<file path="src/rtl/ipsmacge_pkg.sv">
// Shared constants for the GE MAC TX packet FIFO: entry layout and statistics counter width.
package ipsmacge_pkg;

   localparam int STAT_W = 16;

   // Each stored entry is {eop, data}; the EOP tag sits just above the data word.
   function automatic int eop_bit(input int width);
      return width;
   endfunction

endpackage

</file>
<file path="src/rtl/ipsmacge_txpktfifo_mem.sv">
// Register array for the TX packet FIFO: synchronous write, asynchronous (show-ahead) read.
module ipsmacge_txpktfifo_mem #(
   parameter int ADDRBIT = 4,
   parameter int WIDTH   = 8
) (
   input  logic               clk,
   input  logic               rst_,
   input  logic               we,
   input  logic [ADDRBIT-1:0] waddr,
   input  logic [WIDTH:0]     wdata,
   input  logic [ADDRBIT-1:0] raddr,
   output logic [WIDTH:0]     rdata
);

   localparam int DEPTH = 1 << ADDRBIT;

   logic [WIDTH:0] mem [DEPTH];

   always_ff @(posedge clk or negedge rst_) begin
      if (!rst_) begin
         for (int i = 0; i < DEPTH; i++) mem[i] <= '0;
      end else if (we) begin
         mem[waddr] <= wdata;
      end
   end

   assign rdata = mem[raddr];

endmodule

</file>
<file path="src/rtl/ipsmacge_txpktfifo.sv">
// Packet-aware TX FIFO with store-and-forward commit/abort, flags, packet count and flush.
// Optional dropped-write statistics counter built when IPSMACGE_TXFIFO_STAT_EN is defined.
module ipsmacge_txpktfifo
   import ipsmacge_pkg::*;
#(
   parameter int ADDRBIT  = 4,
   parameter int LENGTH   = 16,
   parameter int WIDTH    = 8,
   parameter int AFULL_TH = 12,
   parameter int SAF      = 1
) (
   input  logic               clk,
   input  logic               rst_,
   input  logic               flush,
   input  logic               fifowr,
   input  logic [WIDTH-1:0]   fifodin,
   input  logic               fifoeop,
   input  logic               fifoabort,
   input  logic               fiford,
   output logic [WIDTH-1:0]   fifodout,
   output logic               fifodouteop,
   output logic               fifofull,
   output logic               fifoafull,
   output logic               notempty,
   output logic [ADDRBIT:0]   fifolen,
   output logic [ADDRBIT:0]   pktcnt,
   output logic               ovflow,
   input  logic               clrovf,
   output logic [STAT_W-1:0]  wrdropcnt
);

   localparam int               EOPB    = eop_bit(WIDTH);
   localparam logic [ADDRBIT:0] LEN_MAX = (ADDRBIT+1)'(LENGTH);
   localparam logic [ADDRBIT:0] AF_TH   = (ADDRBIT+1)'(AFULL_TH);
   localparam logic             SAF_EN  = (SAF != 0);

   logic [ADDRBIT-1:0] wrcnt, wrsop, rdcnt;
   logic [ADDRBIT:0]   cmtlen;
   logic [WIDTH:0]     wr_entry, rd_entry;
   logic               abort_eff, write, read, wr_drop, wr_eop, rd_eop, cmt_dec;
   logic [ADDRBIT:0]   wr_inc, rd_dec, cmt_sub, pkt_inc, pkt_dec;

   assign abort_eff = fifoabort & SAF_EN;
   assign fifofull  = (fifolen == LEN_MAX);
   assign fifoafull = (fifolen >= AF_TH);
   assign notempty  = SAF_EN ? (cmtlen != '0) : (fifolen != '0);

   assign write   = fifowr & ~fifofull & ~abort_eff & ~flush;
   assign read    = fiford & notempty & ~flush;
   assign wr_drop = fifowr & fifofull & ~abort_eff;
   assign wr_eop  = write & fifoeop;
   assign rd_eop  = read & rd_entry[EOPB];
   // In cut-through mode cmtlen may lag reads of uncommitted data, so it never underflows.
   assign cmt_dec = read & (cmtlen != '0);

   assign wr_inc  = (ADDRBIT+1)'(write);
   assign rd_dec  = (ADDRBIT+1)'(read);
   assign cmt_sub = (ADDRBIT+1)'(cmt_dec);
   assign pkt_inc = (ADDRBIT+1)'(wr_eop);
   assign pkt_dec = (ADDRBIT+1)'(rd_eop);

   assign wr_entry    = {fifoeop, fifodin};
   assign fifodout    = rd_entry[WIDTH-1:0];
   assign fifodouteop = rd_entry[EOPB];

   ipsmacge_txpktfifo_mem #(
      .ADDRBIT (ADDRBIT),
      .WIDTH   (WIDTH)
   ) u_mem (
      .clk   (clk),
      .rst_  (rst_),
      .we    (write),
      .waddr (wrcnt),
      .wdata (wr_entry),
      .raddr (rdcnt),
      .rdata (rd_entry)
   );

   always_ff @(posedge clk or negedge rst_) begin
      if (!rst_) begin
         wrcnt   <= '0;
         wrsop   <= '0;
         rdcnt   <= '0;
         fifolen <= '0;
         cmtlen  <= '0;
         pktcnt  <= '0;
      end else if (flush) begin
         wrcnt   <= '0;
         wrsop   <= '0;
         rdcnt   <= '0;
         fifolen <= '0;
         cmtlen  <= '0;
         pktcnt  <= '0;
      end else begin
         if (read) rdcnt <= rdcnt + ADDRBIT'(1);
         if (abort_eff) begin
            // Rewind to the start of the open packet; only committed entries survive.
            wrcnt   <= wrsop;
            fifolen <= cmtlen - rd_dec;
            cmtlen  <= cmtlen - cmt_sub;
         end else begin
            if (write) wrcnt <= wrcnt + ADDRBIT'(1);
            if (wr_eop) begin
               wrsop  <= wrcnt + ADDRBIT'(1);
               cmtlen <= fifolen + wr_inc - rd_dec;
            end else begin
               cmtlen <= cmtlen - cmt_sub;
            end
            fifolen <= fifolen + wr_inc - rd_dec;
         end
         pktcnt <= pktcnt + pkt_inc - pkt_dec;
      end
   end

   always_ff @(posedge clk or negedge rst_) begin
      if (!rst_)        ovflow <= 1'b0;
      else if (wr_drop) ovflow <= 1'b1;
      else if (clrovf)  ovflow <= 1'b0;
   end

`ifdef IPSMACGE_TXFIFO_STAT_EN
   always_ff @(posedge clk or negedge rst_) begin
      if (!rst_)                            wrdropcnt <= '0;
      else if (clrovf)                      wrdropcnt <= STAT_W'(wr_drop);
      else if (wr_drop && wrdropcnt != '1)  wrdropcnt <= wrdropcnt + STAT_W'(1);
   end
`else
   assign wrdropcnt = '0;
`endif

endmodule

</file>
<file path="config.mk">
export PLATFORM = sky130hd
export DESIGN_NAME = ipsmacge_txpktfifo
export DESIGN_NICKNAME = d
export VERILOG_FILES = /design/src/rtl/ipsmacge_pkg.sv /design/src/rtl/ipsmacge_txpktfifo_mem.sv /design/src/rtl/ipsmacge_txpktfifo.sv
export SDC_FILE = /design/constraint.sdc
export NUM_CORES = 1
export LEC_CHECK = 0
export CAP_MARGIN = 40
export CORE_MARGIN = 2
export CORE_UTILIZATION = 45
export DETAILED_ROUTE_END_ITERATION = 8
export PLACE_DENSITY_LB_ADDON = 0.15
export SLEW_MARGIN = 40
export SYNTH_ARGS = -nofsm -noshare
export SYNTH_HDL_FRONTEND = slang
export SYNTH_SLANG_ARGS = --single-unit
</file>
<file path="constraint.sdc">
create_clock -name clk -period 9.7 [get_ports clk]
set_input_delay 0.97 -clock clk [delete_from_list [all_inputs] [get_ports clk]]
set_output_delay 0.97 -clock clk [all_outputs]
set_load 0.02 [all_outputs]
</file>
==> qor.txt <==
die area -> 0.0199 mm^2
Worst-Skew Late Latency -> 420 ps
Final Skew -> 4.92 ps
min cycle time layout -> 4130 ps
Area Growth Syn to Fin -> 14.2%
routability cong. -> 0.812
Sum Neg Setup Slack -> 0 ps
vias in the first global route -> 5,409
Cell Area, Synth -> 0.00845 mm^2
Peak VDD IR -> 120 uV
Num CTS Buffers -> 17
global-route wire length before repair -> 30.7 mm
flops & latches, synth -> 172
Slew @ Worst Pin -> 724 ps
worst setup path start -> fifoabort
Die Y -> 141 um
Post-synth top flop -> dfrtp_1
Synth cell types -> 42
clk buf depth -> 2
pwr dens -> 231 mW/mm^2
input/output buffers -> 38
R2R depth -> 14
most common cell after layout, fill and taps aside -> dfrtp_1
Leakage -> 4.49 nW
HPWL Detailed -> 12.2 mm
Filler Cell Count -> 1,595
fmax -> 0.242 GHz
crit path to -> pktcnt[4]
share of post-route cells with drive strength above 1 -> 31.0%
largest net degree at the start of global routing -> 96
RR Startpoint -> fifolen[2]
Cells after DPL -> 880
H-tree depth -> 4
Hold Path Class -> register to register
Core Region -> 0.0186 mm^2
crit path max fanout -> 17
Max stage delay cell, worst path -> clkdlybuf4s50_1
CTS Hold Buffers Added -> 0
Vias -> 5,167
RSZ-0062 raised after global routing -> false
vias per cell -> 5.67
PostCTS Resize Cnt -> 0
most frequent CP cell -> ha_1
grt ovf -> 0
Routed WL -> 19.3 mm
drt first pass iters -> 5
reg2reg setup slack -> 6120 ps
Register Area -> 0.00431 mm^2
# IOs -> 55
CTS tree -> built
Multi-input gate area -> 0.00387 mm^2
CTS root buf -> clkbuf_16
clock slew at reported path FFs -> 60 ps
Final setup viols -> 0
Final nets -> 705
Mapped Avg Cell Area -> 13.2 um^2
Finished Core Util -> 51.9%
Starting Density -> 45.5%
WP data required -> 10,000 ps
setup repair bufs after CTS -> 0
YS warnings -> 0
max-slew violations -> 0
post-route clock period utilization -> 42.6%
asr flop ratio synth -> 100%
CP cell instances -> clkdlybuf4s50_1, or2_1, nor3_4, nand2_1, ha_1, inv_1, ha_1, fa_1, a21o_1, a21oi_1, xnor2_1, nor2_1
register area share after synthesis -> 51.0%
relative slew slack -> 51.7%
drc violations -> 0
Initial DRC Count -> 270
worst flop-to-flop path endpoint -> pktcnt[4]
critical path capture point type -> register
CTS sink cnt -> 172
post-route ant nets -> 0
Startpoint Class -> input pin
gr usage total -> 20.8%
outcome -> finished, final reports clean
Critical Path AT -> 4430 ps
commonest cells after routing, fill and taps aside -> 171 x dfrtp_1, 140 x mux2_2, 37 x clkdlybuf4s50_1, 33 x mux2i_1, 24 x nand2_1
Non-Filler Instances -> 912
Hold Violations, Final -> 0
MaxCap Viol Count -> 0
ant diodes -> 0
initial antenna violation count -> 0
Die X -> 141 um
critical path class -> input pin to register
CP max stage delay -> 640 ps
Synth Instances -> 638
Rows -> 50
Post-synth EDFFs -> 0
Routed WL per cell -> 21.2 um
-- kinds of logic (layout without fill, tap and decap cells) --
kind of cell | after synthesis | count (layout) | synth area share (%)
AOI/OAI and AO/OA | 65 | 65 | 5.45
xor gates and xnor gates | 20 | 20 | 2.07
adders and majority gates | 24 | 24 | 3.73
buffers and inverters | 73 | 98 | 4.01
DFF | 172 | 172 | 51.0
muxes | 198 | 198 | 28.4
other | 1 | 16 | 0.0444
and+or+nand+nor | 85 | 85 | 5.29
-- cell usage after synthesis (all sizes together) (2+ instances only) --
library cell	number	area, um^2
dfrtp	172	4300
mux2	146	1640
mux2i	33	330
nand2	32	140
buf	25	159
clkbuf	24	90.1
inv	23	86.3
ha	22	275
mux4	19	428
nor2	19	71.3
a221oi	17	149
o21ai	12	60.1
xnor2	12	105
a211oi	9	67.6
a21oi	9	45.0
a22oi	9	67.6
nand3	8	40.0
xor2	8	70.1
nor3	6	46.3
a21o	5	37.5
nand3b	5	37.5
nor2b	5	31.3
and2	2	12.5
and3	2	12.5
fa	2	40.0
nand4	2	12.5
-- metrics by stage --
step | power (mW) | hold slack [ps] | cell area [um^2] | worst slack, ps
finish | 2.23 | 498 | 9650 | 5570
detailed placement | 1.50 | 482 | 8990 | 5200
global placement | 1.48 | 471 | 8960 | 5330
floorplan | 1.29 | 459 | 8500 | 6280
CTS | 2.26 | 497 | 9640 | 5430
global route | 2.35 | 514 | 9650 | 5320
-- worst max-delay path: cells and delay by family --
family / cells / cell delay, ps
and+or+nand+nor: 4 / 1200
xor gates and xnor gates: 1 / 140
adders and majority gates: 3 / 1080
buffers and inverters: 2 / 680
AOI/OAI and AO/OA: 2 / 350
-- report_power, final --
| group | total, mW | leakage, nW | internal [mW] | switching (mW) |
|---|---|---|---|---|
| registers | 0.872 | 2.34 | 0.802 | 0.0699 |
| logic | 0.605 | 1.84 | 0.308 | 0.297 |
| clock network | 0.752 | 0.321 | 0.465 | 0.287 |
-- routing by layer --
layer	global-route usage [%]	wire length, um	up-vias
li1	-	-	2324
met1	25.8	8170	2710
met2	37.3	10200	115
met3	3.94	749	18
met4	5.37	231	0
met5	0	0	-
-- how the worst min path moves through the flow --
stage | end | slack [ps] | startpoint | cells after the start
6_report | u_mem.mem[67] | 500 | u_mem.mem[67] | 1
5_1_grt | u_mem.mem[8] | 510 | u_mem.mem[8] | 1
4_1_cts | u_mem.mem[67] | 500 | u_mem.mem[67] | 1
3_5_place_dp | u_mem.mem[67] | 480 | u_mem.mem[67] | 1
3_3_place_gp | u_mem.mem[111] | 470 | u_mem.mem[111] | 1
2_1_floorplan | u_mem.mem[53] | 460 | u_mem.mem[53] | 1
-- area by class of cell --
type,instances,area share [%]
multi-input cells,408,40.1
well taps,234,3.04
flip-flops and latches,172,44.7
inverters,24,0.934
repair buffers,42,4.47
clock inverters,14,2.24
clock buffers,18,4.55
-- sequential cells by signal (all words and copies together) (netlist names) --
register   count
cmtlen         5
fifolen        5
ovflow         1
pktcnt         5
rdcnt          4
u_mem.mem    144
wrcnt          4
wrsop          4
Note: power is estimated with default switching activity, not from simulation.
